**src/rtl/mem_access_if.sv**
```systemverilog
`default_nettype none
// ============================================================================
//  Module      : mem_access_if
//  Description : Data-memory request/acknowledge bus between the MEM stage
//                (master) and the data memory (slave).
//  Revision    : 1.0 - initial release
// ============================================================================
interface mem_access_if;
  logic        dmem_req;
  logic        dmem_we;
  logic [31:0] dmem_addr;
  logic [3:0]  dmem_be;
  logic [31:0] dmem_wdata;
  logic        dmem_ack;
  logic [31:0] dmem_rdata;

  // MEM stage side: issues requests, consumes completion and read data
  modport master (
    output dmem_req, dmem_we, dmem_addr, dmem_be, dmem_wdata,
    input  dmem_ack, dmem_rdata
  );

  // Memory side: observes requests, returns completion and read data
  modport slave (
    input  dmem_req, dmem_we, dmem_addr, dmem_be, dmem_wdata,
    output dmem_ack, dmem_rdata
  );
endinterface
`default_nettype wire

```
**src/rtl/mem_access.sv**
```systemverilog
`default_nettype none
// ============================================================================
//  Module      : mem_access
//  Description : MEM pipeline stage plus MEM/WB pipeline register. Issues
//                data-memory loads/stores over a req/ack bus, aligns and
//                extends load data, stalls upstream while a transaction is
//                outstanding, and flags misaligned accesses and bus timeouts.
//  Revision    : 1.0 - initial release
// ============================================================================
module mem_access #(
  parameter int TIMEOUT_CYCLES = 16
) (
  input  wire logic        clk,
  input  wire logic        rst,
  input  wire logic        in_valid,
  input  wire logic        MemRead,
  input  wire logic        MemWrite,
  input  wire logic        MemtoRegIn,
  input  wire logic        RegWriteIn,
  input  wire logic [4:0]  DestRegIn,
  input  wire logic [1:0]  AccSize,
  input  wire logic        SignExt,
  input  wire logic [31:0] ALUResult,
  input  wire logic [31:0] StoreData,
  output logic             stall_out,
  mem_access_if.master     bus,
  output logic             wb_valid,
  output logic             MemtoReg,
  output logic             RegWrite,
  output logic [4:0]       DestReg,
  output logic [31:0]      ALUData,
  output logic [31:0]      MemData,
  output logic             AddrExc,
  output logic             BusErr
);

  // The wait counter only needs to reach TIMEOUT_CYCLES-1.
  localparam int c_CNT_W = (TIMEOUT_CYCLES > 1) ? $clog2(TIMEOUT_CYCLES) : 1;
  localparam logic [c_CNT_W-1:0] c_CNT_LAST = c_CNT_W'(TIMEOUT_CYCLES - 1);

  localparam logic [0:0] c_IDLE = 1'b0;
  localparam logic [0:0] c_REQ  = 1'b1;

  localparam logic [1:0] c_SZ_BYTE = 2'b00;
  localparam logic [1:0] c_SZ_HALF = 2'b01;
  localparam logic [1:0] c_SZ_WORD = 2'b10;

  logic [0:0]         r_state;
  logic [0:0]         w_next_state;
  logic [c_CNT_W-1:0] r_cnt;

  // Request held for the life of the transaction
  logic [31:0] r_addr;
  logic        r_we;
  logic [3:0]  r_be;
  logic [31:0] r_wdata;
  logic [1:0]  r_off;
  logic [1:0]  r_size;
  logic        r_sext;
  logic        r_memtoreg;
  logic        r_regwrite;
  logic [4:0]  r_dest;
  logic [31:0] r_alu;

  logic        w_is_mem;
  logic        w_illegal;
  logic        w_exc;
  logic        w_accept;
  logic        w_start;
  logic        w_ack_done;
  logic        w_timeout;
  logic [3:0]  w_be;
  logic [31:0] w_wdata;
  logic [7:0]  w_byte;
  logic [15:0] w_half;
  logic [31:0] w_load;

  // Classify the incoming EX/MEM operation.
  always_comb begin
    w_is_mem  = MemRead | MemWrite;
    w_illegal = (MemRead & MemWrite)
              | (AccSize == 2'b11)
              | ((AccSize == c_SZ_HALF) & ALUResult[0])
              | ((AccSize == c_SZ_WORD) & (ALUResult[1:0] != 2'b00));
    // AccSize is meaningless for non-memory ops, so only mem ops can fault
    w_exc      = w_is_mem & w_illegal;
    w_accept   = (r_state == c_IDLE) & in_valid;
    w_start    = w_accept & w_is_mem & ~w_exc;
    w_ack_done = (r_state == c_REQ) & bus.dmem_ack;
    // An ack in the final wait cycle takes priority over the abort
    w_timeout  = (r_state == c_REQ) & ~bus.dmem_ack & (r_cnt == c_CNT_LAST);
  end

  // Byte enables and lane-replicated write data for the request being captured.
  always_comb begin
    w_be    = 4'b1111;
    w_wdata = 32'h0;
    if (MemWrite) begin
      case (AccSize)
        c_SZ_BYTE: begin
          w_be    = 4'b0001 << ALUResult[1:0];
          w_wdata = {4{StoreData[7:0]}};
        end
        c_SZ_HALF: begin
          w_be    = ALUResult[1] ? 4'b1100 : 4'b0011;
          w_wdata = {2{StoreData[15:0]}};
        end
        default: begin
          w_be    = 4'b1111;
          w_wdata = StoreData;
        end
      endcase
    end
  end

  // Select the addressed lane of the returned word and extend it.
  always_comb begin
    case (r_off)
      2'd0:    w_byte = bus.dmem_rdata[7:0];
      2'd1:    w_byte = bus.dmem_rdata[15:8];
      2'd2:    w_byte = bus.dmem_rdata[23:16];
      default: w_byte = bus.dmem_rdata[31:24];
    endcase
    w_half = r_off[1] ? bus.dmem_rdata[31:16] : bus.dmem_rdata[15:0];
    case (r_size)
      c_SZ_BYTE: w_load = {{24{r_sext & w_byte[7]}}, w_byte};
      c_SZ_HALF: w_load = {{16{r_sext & w_half[15]}}, w_half};
      default:   w_load = bus.dmem_rdata;
    endcase
  end

  // FSM state register.
  always_ff @(posedge clk) begin
    if (rst) r_state <= c_IDLE;
    else     r_state <= w_next_state;
  end

  // FSM next-state logic: leave IDLE on a legal mem op, leave REQ on ack or timeout.
  always_comb begin
    w_next_state = r_state;
    case (r_state)
      c_IDLE:  if (w_start) w_next_state = c_REQ;
      c_REQ:   if (w_ack_done || w_timeout) w_next_state = c_IDLE;
      default: w_next_state = c_IDLE;
    endcase
  end

  // FSM outputs: the request is live and upstream is held exactly while in REQ.
  always_comb begin
    stall_out    = (r_state == c_REQ);
    bus.dmem_req = (r_state == c_REQ);
  end

  assign bus.dmem_we    = r_we;
  assign bus.dmem_addr  = r_addr;
  assign bus.dmem_be    = r_be;
  assign bus.dmem_wdata = r_wdata;

  // Capture a legal request on entry to REQ and count wait cycles while in REQ.
  always_ff @(posedge clk) begin
    if (rst) begin
      r_cnt      <= '0;
      r_addr     <= 32'h0;
      r_we       <= 1'b0;
      r_be       <= 4'h0;
      r_wdata    <= 32'h0;
      r_off      <= 2'b00;
      r_size     <= 2'b00;
      r_sext     <= 1'b0;
      r_memtoreg <= 1'b0;
      r_regwrite <= 1'b0;
      r_dest     <= 5'd0;
      r_alu      <= 32'h0;
    end else if (w_start) begin
      r_cnt      <= '0;
      r_addr     <= {ALUResult[31:2], 2'b00};
      r_we       <= MemWrite;
      r_be       <= w_be;
      r_wdata    <= w_wdata;
      r_off      <= ALUResult[1:0];
      r_size     <= AccSize;
      r_sext     <= SignExt;
      r_memtoreg <= MemtoRegIn;
      r_regwrite <= RegWriteIn;
      r_dest     <= DestRegIn;
      r_alu      <= ALUResult;
    end else if ((r_state == c_REQ) && !bus.dmem_ack && (r_cnt != c_CNT_LAST)) begin
      r_cnt <= r_cnt + c_CNT_W'(1);
    end
  end

  // MEM/WB register: updated on a direct result, a completed access or an abort.
  always_ff @(posedge clk) begin
    if (rst) begin
      wb_valid <= 1'b0;
      MemtoReg <= 1'b0;
      RegWrite <= 1'b0;
      DestReg  <= 5'd0;
      ALUData  <= 32'h0;
      MemData  <= 32'h0;
      AddrExc  <= 1'b0;
      BusErr   <= 1'b0;
    end else begin
      wb_valid <= 1'b0;
      if (w_accept && !w_start) begin
        wb_valid <= 1'b1;
        MemtoReg <= MemtoRegIn;
        RegWrite <= RegWriteIn & ~w_exc;
        DestReg  <= DestRegIn;
        ALUData  <= ALUResult;
        MemData  <= 32'h0;
        AddrExc  <= w_exc;
        BusErr   <= 1'b0;
      end else if (w_ack_done) begin
        wb_valid <= 1'b1;
        MemtoReg <= r_memtoreg;
        RegWrite <= r_regwrite;
        DestReg  <= r_dest;
        ALUData  <= r_alu;
        MemData  <= r_we ? 32'h0 : w_load;
        AddrExc  <= 1'b0;
        BusErr   <= 1'b0;
      end else if (w_timeout) begin
        wb_valid <= 1'b1;
        MemtoReg <= r_memtoreg;
        RegWrite <= 1'b0;
        DestReg  <= r_dest;
        ALUData  <= r_alu;
        MemData  <= 32'h0;
        AddrExc  <= 1'b0;
        BusErr   <= 1'b1;
      end
    end
  end

endmodule
`default_nettype wire

```
**src/flat_wrapper.sv**
```systemverilog
// flat-port wrapper written by rule: the top's interface ports become plain ports
module mem_access_flat 
#(
  parameter int TIMEOUT_CYCLES = 16
)
  (clk, rst, in_valid, MemRead, MemWrite, MemtoRegIn, RegWriteIn, DestRegIn, AccSize, SignExt, ALUResult, StoreData, stall_out, wb_valid, MemtoReg, RegWrite, DestReg, ALUData, MemData, AddrExc, BusErr, bus_dmem_req, bus_dmem_we, bus_dmem_addr, bus_dmem_be, bus_dmem_wdata, bus_dmem_ack, bus_dmem_rdata);
  mem_access_if bus_i ();
  input  wire logic clk;
  input  wire logic rst;
  input  wire logic in_valid;
  input  wire logic MemRead;
  input  wire logic MemWrite;
  input  wire logic MemtoRegIn;
  input  wire logic RegWriteIn;
  input  wire logic [4:0] DestRegIn;
  input  wire logic [1:0] AccSize;
  input  wire logic SignExt;
  input  wire logic [31:0] ALUResult;
  input  wire logic [31:0] StoreData;
  output logic stall_out;
  output logic wb_valid;
  output logic MemtoReg;
  output logic RegWrite;
  output logic [4:0] DestReg;
  output logic [31:0] ALUData;
  output logic [31:0] MemData;
  output logic AddrExc;
  output logic BusErr;
  output wire logic [$bits(bus_i.dmem_req)-1:0] bus_dmem_req;
  output wire logic [$bits(bus_i.dmem_we)-1:0] bus_dmem_we;
  output wire logic [$bits(bus_i.dmem_addr)-1:0] bus_dmem_addr;
  output wire logic [$bits(bus_i.dmem_be)-1:0] bus_dmem_be;
  output wire logic [$bits(bus_i.dmem_wdata)-1:0] bus_dmem_wdata;
  input wire logic [$bits(bus_i.dmem_ack)-1:0] bus_dmem_ack;
  input wire logic [$bits(bus_i.dmem_rdata)-1:0] bus_dmem_rdata;
  assign bus_dmem_req = bus_i.dmem_req;
  assign bus_dmem_we = bus_i.dmem_we;
  assign bus_dmem_addr = bus_i.dmem_addr;
  assign bus_dmem_be = bus_i.dmem_be;
  assign bus_dmem_wdata = bus_i.dmem_wdata;
  assign bus_i.dmem_ack = bus_dmem_ack;
  assign bus_i.dmem_rdata = bus_dmem_rdata;
  mem_access #(.TIMEOUT_CYCLES(TIMEOUT_CYCLES)) u_core (.clk(clk), .rst(rst), .in_valid(in_valid), .MemRead(MemRead), .MemWrite(MemWrite), .MemtoRegIn(MemtoRegIn), .RegWriteIn(RegWriteIn), .DestRegIn(DestRegIn), .AccSize(AccSize), .SignExt(SignExt), .ALUResult(ALUResult), .StoreData(StoreData), .stall_out(stall_out), .bus(bus_i), .wb_valid(wb_valid), .MemtoReg(MemtoReg), .RegWrite(RegWrite), .DestReg(DestReg), .ALUData(ALUData), .MemData(MemData), .AddrExc(AddrExc), .BusErr(BusErr));
endmodule
```
**config.mk**
```make
export PLATFORM = sky130hd
export DESIGN_NAME = mem_access_flat
export DESIGN_NICKNAME = d
export VERILOG_FILES = /design/src/rtl/mem_access_if.sv /design/src/rtl/mem_access.sv /design/src/flat_wrapper.sv
export SDC_FILE = /design/constraint.sdc
export NUM_CORES = 1
export LEC_CHECK = 0
export CAP_MARGIN = 5
export CELL_PAD_IN_SITES_DETAIL_PLACEMENT = 1
export CELL_PAD_IN_SITES_GLOBAL_PLACEMENT = 1
export CORE_AREA = 2 2 161 163
export CTS_CLUSTER_DIAMETER = 200
export DETAILED_ROUTE_END_ITERATION = 7
export DIE_AREA = 0 0 163 165
export GPL_TIMING_DRIVEN = 0
export PLACE_DENSITY_LB_ADDON = 0.15
export SYNTH_ARGS = -nofsm -noshare
export SYNTH_HDL_FRONTEND = slang
export SYNTH_SLANG_ARGS = --single-unit
```
**constraint.sdc**
```tcl
create_clock -name clk -period 1.8 [get_ports clk]
set_input_delay 0.18 -clock clk [delete_from_list [all_inputs] [get_ports clk]]
set_output_delay 0.18 -clock clk [all_outputs]
set_load 0.02 [all_outputs]
```
==> results of run 1 <==
[routing by layer]
layer,up-vias,wire (um),share of wire,track usage
met1,3608,13230,0.46,0.2757
met5,-,11,0.00038,0
met2,208,13480,0.47,0.3532
met3,21,1800,0.062,0.05575
met4,2,288,0.010,0.04063
li1,3645,-,-,-
[cell usage in the layout (no fill, tap or decap), drive strengths merged, types with 2 or more instances in the layout]
| cell type | count |
|---|---|
| clkdlybuf4s50 | 250 |
| nand2 | 196 |
| dfxtp | 158 |
| a21oi | 115 |
| clkbuf | 72 |
| buf | 63 |
| o21ai | 38 |
| mux2i | 33 |
| nor2 | 28 |
| nor3 | 26 |
| o211ai | 21 |
| a311oi | 20 |
| a32oi | 20 |
| a22o | 17 |
| o2bb2ai | 16 |
| inv | 12 |
| a221oi | 9 |
| a32o | 7 |
| o221ai | 7 |
| clkinv | 5 |
| xor2 | 4 |
| nand3 | 4 |
| nor2b | 4 |
| a21o | 3 |
| nand2b | 3 |
| or3 | 2 |
| a31oi | 2 |
| a31o | 2 |
| mux4 | 2 |
| nand3b | 2 |
| nor3b | 2 |
| conb | 2 |
[registers in the layout (all words and copies together) (netlist names)]
| signal | flops |
|---|---|
| u_core.bus.dmem_addr | 1 |
| u_core.MemData | 32 |
| u_core.r_cnt | 4 |
| u_core.wb_valid | 1 |
| u_core.BusErr | 1 |
| u_core.MemtoReg | 1 |
| u_core.r_alu | 31 |
| u_core.bus.dmem_req | 1 |
| u_core.r_regwrite | 1 |
| u_core.AddrExc | 1 |
| u_core.bus.dmem_be | 4 |
| u_core.bus.dmem_wdata | 32 |
| u_core.ALUData | 32 |
| u_core.r_memtoreg | 1 |
| u_core.r_sext | 1 |
| u_core.r_dest | 5 |
| u_core.RegWrite | 1 |
| u_core.r_size | 2 |
| u_core.bus.dmem_we | 1 |
| u_core.DestReg | 5 |
[cells by family (layout without fill, tap and decap cells)]
group,Yosys count,count (layout),synth area share
other,1,3,0.0005207
XOR/XNOR,5,5,0.006080
AND/OR/NAND/NOR,272,272,0.1583
adder cells (fa/ha/maj),1,1,0.001737
flip-flops,158,158,0.4392
multiplexers,35,35,0.05212
buffers and inverters,116,404,0.08044
AO/OA/AOI/OAI,283,283,0.2616
[area by class of cell]
cell class | count | area, um^2 | area share
antenna | 1 | 2.502 | 0.0002288
buffer | 108 | 648.1 | 0.05927
clock buffer | 19 | 452.9 | 0.04142
clock inverter | 13 | 148.9 | 0.01362
inverter | 5 | 20.02 | 0.001831
multi-input combinational | 598 | 3512 | 0.3212
sequential | 158 | 3167 | 0.2896
tap | 330 | 412.9 | 0.03776
timing repair buffer | 259 | 2571 | 0.2351
[worst max-delay path, delay by kind of cell, from the launching register on]
kind           cells  cell delay, ps
multiplexers       1             530
flip-flops         1             380
AO/OA/AOI/OAI      3             690
[per-stage QoR]
step	utilization	setup TNS (ps)	worst slack, ps	total power [mW]	hold WS [ps]
5_1_grt	0.4367	0	0.4039	9.428	112.6
3_3_place_gp	0.4046	-110780	-934.3	5.339	442.1
3_5_place_dp	0.4046	-112520	-920.8	5.351	445.7
6_report	0.4368	0	80.01	9.050	134.4
4_1_cts	0.4348	-2.265	-2.265	9.148	106.5
2_1_floorplan	-	0	24.83	4.539	312.7
[where the power goes]
group	internal [mW]	total, mW	switching, mW
clock	2.05	3.74	1.69
sequential	3.63	3.73	0.0919
combinational	0.720	1.58	0.860
total	6.41	9.05	2.64
[path summary, 6_finish.rpt]
check | from | end | depth (start not counted)
max | u_core.r_alu[1]$_SDFFE_PP0P_ | u_core.MemData[8]$_SDFFE_PP0N_ | 4
min reg2reg | u_core.MemData[27]$_SDFFE_PP0N_ | u_core.MemData[27]$_SDFFE_PP0N_ | 2
min | ALUResult[0] | u_core.r_alu[0]$_SDFFE_PP0P_ | 3
max reg2reg | u_core.r_alu[1]$_SDFFE_PP0P_ | u_core.MemData[8]$_SDFFE_PP0N_ | 4
[timing repair]
item	CTS	global route
endpoints found under the setup margin	158	110
setup buffers	6	2
resized for setup	54	24
pin swaps	3	2
==> impl_metrics.env, run 1 <==
export IMPL_synth_top_area_share=0.4392
export IMPL_synth_cell_types=49
export IMPL_vias=7484
export IMPL_synth_flop_cell="dfxtp_1"
export IMPL_vias_per_cell=5.019
export IMPL_slew_headroom=0.3437
export IMPL_area_delta_synth_final_pct=51.84
export IMPL_ir_drop_v=0.0004560
export IMPL_coreArea_um2=25040
export IMPL_die_y_um=165
export IMPL_ant_nets=0
export IMPL_start_kind="flip-flop"
export IMPL_setup_viol=0
export IMPL_dieArea_um2=26900
export IMPL_path_max_fanout=7
export IMPL_ios=257
export IMPL_worstPathCellList="mux4_2 -> a31o_2 -> o221ai_1 -> a21oi_1"
export IMPL_wl_mm=28.81
export IMPL_grt_antenna_before_repair=2
export IMPL_synth_commonest_cells="nand2_1 (196), dfxtp_1 (158), a21oi_1 (115)"
export IMPL_grt_pass1_wl_mm=43.90
export IMPL_fmax_ghz=0.5814
export IMPL_clock_root_buffer="clkbuf_16"
export IMPL_cts_hold_buffers_added=0
export IMPL_grt_use_total=0.2113
export IMPL_place_area_um2=10130
export IMPL_holdCritPathClass="input pin to flip-flop"
export IMPL_yosysMostFrequentCell="nand2_1"
export IMPL_rrSetupSlack_ps=80
export IMPL_finalHoldViolCount=0
export IMPL_design_area_um2=10940
export IMPL_slew_viol_final=0
export IMPL_power_leakage_nw=3.818
export IMPL_grt_pass1_vias=7708
export IMPL_tightest_slew_ps=980.9
export IMPL_nets=1260
export IMPL_initial_core_util=0.2877
export IMPL_drive_above_1_share=0.1241
export IMPL_fin_crit_ps=1720
export IMPL_dp_hpwl_mm=21.39
export IMPL_clock_latency_ps=430
export IMPL_finalClockSkew_ps=11.61
export IMPL_port_buffer_count=251
export IMPL_dr_pass1_iters=4
export IMPL_synth_edff_count=0
export IMPL_synth_seq_cells=158
export IMPL_cts_num_sinks=158
export IMPL_max_cap_viol_count=0
export IMPL_cp_required_ps=2110
export IMPL_fill_cells=2912
export IMPL_arrival_ps=2030
export IMPL_crit_path_end_kind="flip-flop"
export IMPL_cts_tree="yes"
export IMPL_cp_slowest_cell="mux4_2"
export IMPL_syn_inst=871
export IMPL_final_cells=1491
export IMPL_clkSlewWorstSetupHoldPaths_ps=70
export IMPL_drt_iter0_drc=328
export IMPL_drc=0
export IMPL_cts_htree_levels=4
export IMPL_ys_async_sr_fraction=0
export IMPL_min_period_over_period=0.9556
export IMPL_dp_cells=1453
export IMPL_yosysWarnings=0
export IMPL_wl_per_cell_um=19.32
export IMPL_synthTopCellsByArea="dfxtp_1 (44%), nand2_1 (10%), a21oi_1 (8.0%)"
export IMPL_powerDensity_nw_per_um2=827.6
export IMPL_cts_made_buffers=17
export IMPL_syn_avg_cell_area_um2=8.269
export IMPL_synth_area_um2=7202
export IMPL_grt_start_max_net_pins=17
export IMPL_cp_slowest_stage_delay_ps=530
export IMPL_setup_worst_path_class="flip-flop to flip-flop"
export IMPL_globalplace_congestion=0.7811
export IMPL_synth_area_leader_cell="dfxtp_1"
export IMPL_status="complete, no violations"
export IMPL_die_w_um=163
export IMPL_rsz0062_at_grt="no"
export IMPL_overflow=0
export IMPL_ys_seq_area_frac=0.4392
export IMPL_rows=58
export IMPL_clock_path_buffers=2
No activity file was read; power rests on OpenSTA's default activity.
==> run 2: changes to the inputs <==
--- a/config.mk
+++ b/config.mk
@@ -13,7 +13,8 @@
 export DETAILED_ROUTE_END_ITERATION = 7
 export DIE_AREA = 0 0 163 165
 export GPL_TIMING_DRIVEN = 0
-export PLACE_DENSITY_LB_ADDON = 0.15
+export PLACE_DENSITY_LB_ADDON = 0.1
+export SLEW_MARGIN = 20
 export SYNTH_ARGS = -nofsm -noshare
 export SYNTH_HDL_FRONTEND = slang
 export SYNTH_SLANG_ARGS = --single-unit
==> impl_metrics.env, run 2 (same netlist as run 1, synthesis figures left out) <==
export IMPL_status="complete, no violations"
export IMPL_slew_viol_final=0
export IMPL_holdCritPathClass="input pin to flip-flop"
export IMPL_cp_slowest_stage_delay_ps=330
export IMPL_grt_util_met2=0.3600
export IMPL_clock_path_buffers=2
export IMPL_powerDensity_nw_per_um2=825.6
export IMPL_grt_pass1_wl_mm=44.91
export IMPL_tightest_slew_ps=1003
export IMPL_power_leakage_nw=3.828
export IMPL_finalSetupTns_ps=0
export IMPL_crit_buf_inv=2
export IMPL_arrival_ps=2040
export IMPL_globalplace_congestion=0.8085
export IMPL_cp_common_cell="clkbuf_8"
export IMPL_initial_core_util=0.2877
export IMPL_grt_antenna_before_repair=1
export IMPL_vias_per_cell=5.044
export IMPL_setup_viol=0
export IMPL_crit_path_start="u_core.r_cnt[0]$_SDFFE_PP0P_"
export IMPL_clock_root_buffer="clkbuf_16"
export IMPL_final_cell_mix="clkdlybuf4s50_1 (250), nand2_1 (194), dfxtp_1 (154), a21oi_1 (115), buf_4 (44)"
export IMPL_cts_tree="yes"
export IMPL_path_max_fanout=10
export IMPL_grt_use_total=0.2183
export IMPL_cp_num_cells=7
export IMPL_area_delta_synth_final_pct=51.96
export IMPL_start_kind="flip-flop"
export IMPL_worstSetupEndpoint="u_core.ALUData[11]$_SDFFE_PP0P_"
export IMPL_dr_pass1_iters=4
export IMPL_finalClockSkew_ps=11.94
export IMPL_die_y_um=165
export IMPL_setup_worst_path_class="flip-flop to flip-flop"
export IMPL_max_cap_viol_count=0
export IMPL_grt_start_max_net_pins=17
export IMPL_gr_usage_met3=0.05475
export IMPL_grtUsageMet1=0.2840
export IMPL_fin_crit_ps=1739
export IMPL_min_period_over_period=0.9659
export IMPL_num_antenna_cells=0
export IMPL_port_buffer_count=251
export IMPL_cts_num_sinks=158
export IMPL_design_area_um2=10940
export IMPL_grt_busiest_layer="met2"
export IMPL_clock_latency_ps=430
export IMPL_dp_hpwl_mm=21.22
export IMPL_cts_htree_levels=4
export IMPL_cp_slowest_cell="dfxtp_1"
export IMPL_ios=257
export IMPL_crit_path_end_kind="flip-flop"
export IMPL_cp_required_ps=2100
export IMPL_reg2reg_depth=7
export IMPL_rsz0062_at_grt="yes"
export IMPL_die_w_um=163
export IMPL_ant_nets=0
export IMPL_place_area_um2=10130
export IMPL_clkSlewWorstSetupHoldPaths_ps=70
export IMPL_r2r_start="u_core.r_cnt[0]$_SDFFE_PP0P_"
export IMPL_finalHoldViolCount=0
export IMPL_coreArea_um2=25040
export IMPL_vias=7525
export IMPL_rrSetupSlack_ps=60
export IMPL_drt_iter0_drc=230
export IMPL_slew_headroom=0.3288
export IMPL_overflow=0
export IMPL_fmax_ghz=0.5752
export IMPL_dieArea_um2=26900
export IMPL_ir_drop_v=0.0005116
export IMPL_grt_pass1_vias=7873
export IMPL_cts_made_buffers=17
export IMPL_wl_mm=29.15
export IMPL_final_common_cell="clkdlybuf4s50_1"
export IMPL_critPathTopFamily="compound AO/OA/AOI/OAI gates"
export IMPL_rows=58
export IMPL_drive_above_1_share=0.1308
export IMPL_worstPathCellList="ha_2 -> a31o_2 -> and2_4 -> clkbuf_8 -> clkbuf_8 -> a32oi_2 -> a21oi_1"
export IMPL_wl_per_cell_um=19.53
export IMPL_drc=0
export IMPL_fin_util=0.4371
export IMPL_r2r_end="u_core.ALUData[11]$_SDFFE_PP0P_"
export IMPL_nets=1262
export IMPL_hold_slack_ps=115.2
run 2: changes by cell type in the layout (fill, tap and decap cells not counted), sizes merged:
cell and change:
clkinvlp +2, diode -1, buf +3, clkinv -3
inv +2, clkbuf -2
run 2: through the flow:
step	total power [mW]	instances	worst slack (ps)
global placement	5.340	1453	-883.0
floorplan	4.539	872	24.83
detailed placement	5.356	1453	-968.8
finish	9.036	1492	61.40
CTS	9.121	1491	-1.984
global route	9.395	1492	-12.57
run 2: final cells by class:
cell class | count | area (um^2)
fillers | 2992 | 14090
multi-input cells | 598 | 3520
flip-flops and latches | 158 | 3168
repair buffers | 261 | 2586
plain buffers | 108 | 651.9
clock buffers | 18 | 439.2
well taps | 330 | 412.9
clock inverters | 14 | 143.9
inverters | 5 | 22.52
run 2: worst min path at each step:
stage,start,endpoint,cells past startpoint
2_1_floorplan,StoreData[7],u_core.bus.dmem_wdata[7]$_SDFFE_PP0P_,1
3_3_place_gp,u_core.MemData[9]$_SDFFE_PP0N_,u_core.MemData[9]$_SDFFE_PP0N_,2
3_5_place_dp,u_core.bus.dmem_wdata[13]$_SDFFE_PP0P_,u_core.bus.dmem_wdata[13]$_SDFFE_PP0P_,1
4_1_cts,ALUResult[0],u_core.r_alu[0]$_SDFFE_PP0P_,3
5_1_grt,ALUResult[0],u_core.r_alu[0]$_SDFFE_PP0P_,3
6_report,ALUResult[0],u_core.r_alu[0]$_SDFFE_PP0P_,3
run 2: tightest hold or removal path: cells and delay by family:
family | cells | cell delay (ps)
buffers and inverters | 1 | 180
AO/OA/AOI/OAI | 1 | 60
AND/OR/NAND/NOR | 1 | 90
run 2: power by group:
part,total [mW],switching [mW],internal [mW]
registers,3.73,0.0965,3.63
logic,1.59,0.863,0.725
clock network,3.72,1.72,2.00
total,9.04,2.68,6.36
run 2: per-layer routing:
metal	part of all wire	up-vias	routed length, um
met1	0.46	3636	13440
met4	0.015	2	447
met2	0.47	190	13610
met3	0.056	30	1639
met5	0.00041	-	12
li1	-	3667	-
run 2: timing repair:
action                     4_1_cts  5_1_grt
pin swaps                        3        0
buffers inserted                 9        1
resized for setup               54       33
setup endpoints to repair      155      133
cloned                           0        0
hold buffers                     0        0
==> RTL change, RTL diff (flow settings as in run 2) <==
`TIMEOUT_CYCLES` is set to 16 in 2 places; all go to 32.
--- a/src/rtl/mem_access.sv
+++ b/src/rtl/mem_access.sv
@@ -8,7 +8,7 @@
 //  Revision    : 1.0 - initial release
 // ============================================================================
 module mem_access #(
-  parameter int TIMEOUT_CYCLES = 16
+  parameter int TIMEOUT_CYCLES = 32
 ) (
   input  wire logic        clk,
   input  wire logic        rst,
--- a/src/flat_wrapper.sv
+++ b/src/flat_wrapper.sv
@@ -1,7 +1,7 @@
 // flat-port wrapper written by rule: the top's interface ports become plain ports
 module mem_access_flat 
 #(
-  parameter int TIMEOUT_CYCLES = 16
+  parameter int TIMEOUT_CYCLES = 32
 )
   (clk, rst, in_valid, MemRead, MemWrite, MemtoRegIn, RegWriteIn, DestRegIn, AccSize, SignExt, ALUResult, StoreData, stall_out, wb_valid, MemtoReg, RegWrite, DestReg, ALUData, MemData, AddrExc, BusErr, bus_dmem_req, bus_dmem_we, bus_dmem_addr, bus_dmem_be, bus_dmem_wdata, bus_dmem_ack, bus_dmem_rdata);
   mem_access_if bus_i ();
Function: same outputs for any inputs over 4 cycles, from zero or initial values and one cycle with rst high; that may be too few to reach the edited logic, so the function may still have changed.
==> RTL change against run 2 <==
The flow now finishes with violations (negative setup slack). Total power shrank 0.54%. Critical path depth grew 1. Wire length shrank 7.8%. Setup slack lost 89 ps. Cell area grew 2.1%. Fmax shrank 4.9%. Clock power shrank 4%. Sequential cell count grew 1. Sequential share of layout area shrank 0.40 points. Die area is the same. Area after synthesis shrank 4.5%.
==> RTL change: results (changes against run 2) <==
timing:
  clock_skew_ps: 11.7  # -0.222 ps
  fin_tns_setup_ps: -173  # -173 ps
  setup_viol_count_final: 11  # +11
  worst_pin_slew_ps: 798  # -205 ps
  fin_ws_ps: -27.3  # -88.7 ps
grt:
  grtUsageMet2_pct: 32.8  # -3.2 points
  grt_use_met1_pct: 26.3  # -2.1 points
  met3_usage_pct: 4.90  # -0.58 points
  grt_pass1_vias: 7106  # -9.7%
  track_usage_pct: 19.9  # -1.9 points
placed_design:
  place_ws_ps: -853  # +115 ps
  gp_congestion: 0.740  # -8.5%
  io_buffers: 249  # -0.80%
  dp_hpwl_mm: 19.2  # -9.3%
drt:
  met3_length_mm: 1.49  # -9.0%
  wl_per_cell_um: 19.5  # about the same
  drt-vias-per-instance: 4.87  # -3.4%
  dr.first_iter.drc_count: 271  # +18%
  highest_layer: "met4"
synth:
  ys_seq_area_share_pct: 46.3  # +2.4 points
  synth_commonest_cells: "159 x dfxtp_1, 105 x nand2_1, 73 x a21oi_1"
  ys_types: 47  # -4.1%
hold_path:
  min_to: "u_core.AddrExc"
  min_from: "MemWrite"
finish:
  n_fill_cell: 2804  # -6.3%
  fin_nets: 1147  # -9.1%
  drive_gt1_share_pct: 18.7  # +5.7 points
worst_setup_path:
  reg2regPathDepth: 8  # +1
  r2r-end: "u_core.AddrExc"
power_and_ir_drop:
  leakage_nw: 4.11  # +7.3%
outcome:
  status: "complete, but fails checks"
  violations: "negative setup slack"
==> RTL change: cell count changes after synthesis, sizes merged, moves of 13 or more <==
| cell | run 2 | this run |
|---|---|---|
| a311oi | 20 | 0 |
| o2bb2ai | 16 | 38 |
| mux2i | 33 | 54 |
| a21oi | 115 | 74 |
| o21ai | 38 | 20 |
| clkbuf | 57 | 39 |
| o211ai | 21 | 8 |
| a22oi | 0 | 16 |
| nand2 | 196 | 105 |
| a211oi | 1 | 22 |
==> RTL change: how the worst max path moves through the flow <==
| stage | start | end | slack, ps | cells past startpoint |
|---|---|---|---|---|
| after global placement | ALUResult[0] | u_core.ALUData[19] | -840 | 6 |
| after global routing | u_core.r_cnt[1] | u_core.ALUData[31] | -70 | 8 |
| after detailed placement | ALUResult[0] | u_core.ALUData[23] | -850 | 6 |
| after CTS | u_core.r_cnt[0] | u_core.ALUData[13] | -60 | 8 |
| after floorplan | u_core.r_cnt[0] | u_core.ALUData[14] | -10 | 7 |
| final | u_core.r_cnt[1] | u_core.AddrExc | -30 | 8 |
==> RTL change: kinds of logic (layout without fill, tap and decap cells) <==
kind of cell / count (synthesis) / count (layout) / synth area share [%]
mux: 55 / 55 / 8.19
flops: 159 / 159 / 46.3
compound gates: 236 / 236 / 24.5
other cells: 1 / 2 / 0.0545
buf+inv: 109 / 408 / 8.35
simple gates: 178 / 178 / 11.5
xor+xnor: 5 / 5 / 0.637
fa+ha+maj: 3 / 3 / 0.509
==> RTL change: per-stage QoR <==
stage               hold WS, ps  instance area [µm²]  std cells  power [mW]
floorplan                   313                 6900        747        4.54
global route                236                11200       1376        9.34
finish                      230                11200       1376        8.99
global placement            440                 9810       1326        5.31
detailed placement          447                 9810       1326        5.32
CTS                         208                10900       1371        9.02
==> RTL change: where the power goes <==
group | switching, mW | total [mW] | internal [mW]
combinational | 0.861 | 1.67 | 0.810
clock | 1.63 | 3.56 | 1.93
sequential | 0.101 | 3.76 | 3.66
==> RTL change: area by class of cell <==
cell class	count	share of cell area [%]
multi-input cells	479	31.5
flip-flops and latches	159	28.6
repair buffers	270	24.4
plain buffers	93	6.32
clock buffers	18	3.84
well taps	330	3.69
clock inverters	14	1.19
inverters	13	0.436
==> RTL change: worst max-delay path: stages (launching register included) <==
cell and delay [ps]:
dfxtp_4 350, ha_4 150, and3_4 180, ha_4 190, o21a_4 220, a211oi_4 200, buf_6 200, buf_8 150
a22o_1 140
==> RTL change: timing repair <==
| item | CTS | global route |
|---|---|---|
| gates cloned | 2 | 2 |
| pin swaps | 7 | 11 |
| endpoints found under the setup margin | 153 | 119 |
| resized for setup | 89 | 70 |
| setup buffers | 13 | 5 |
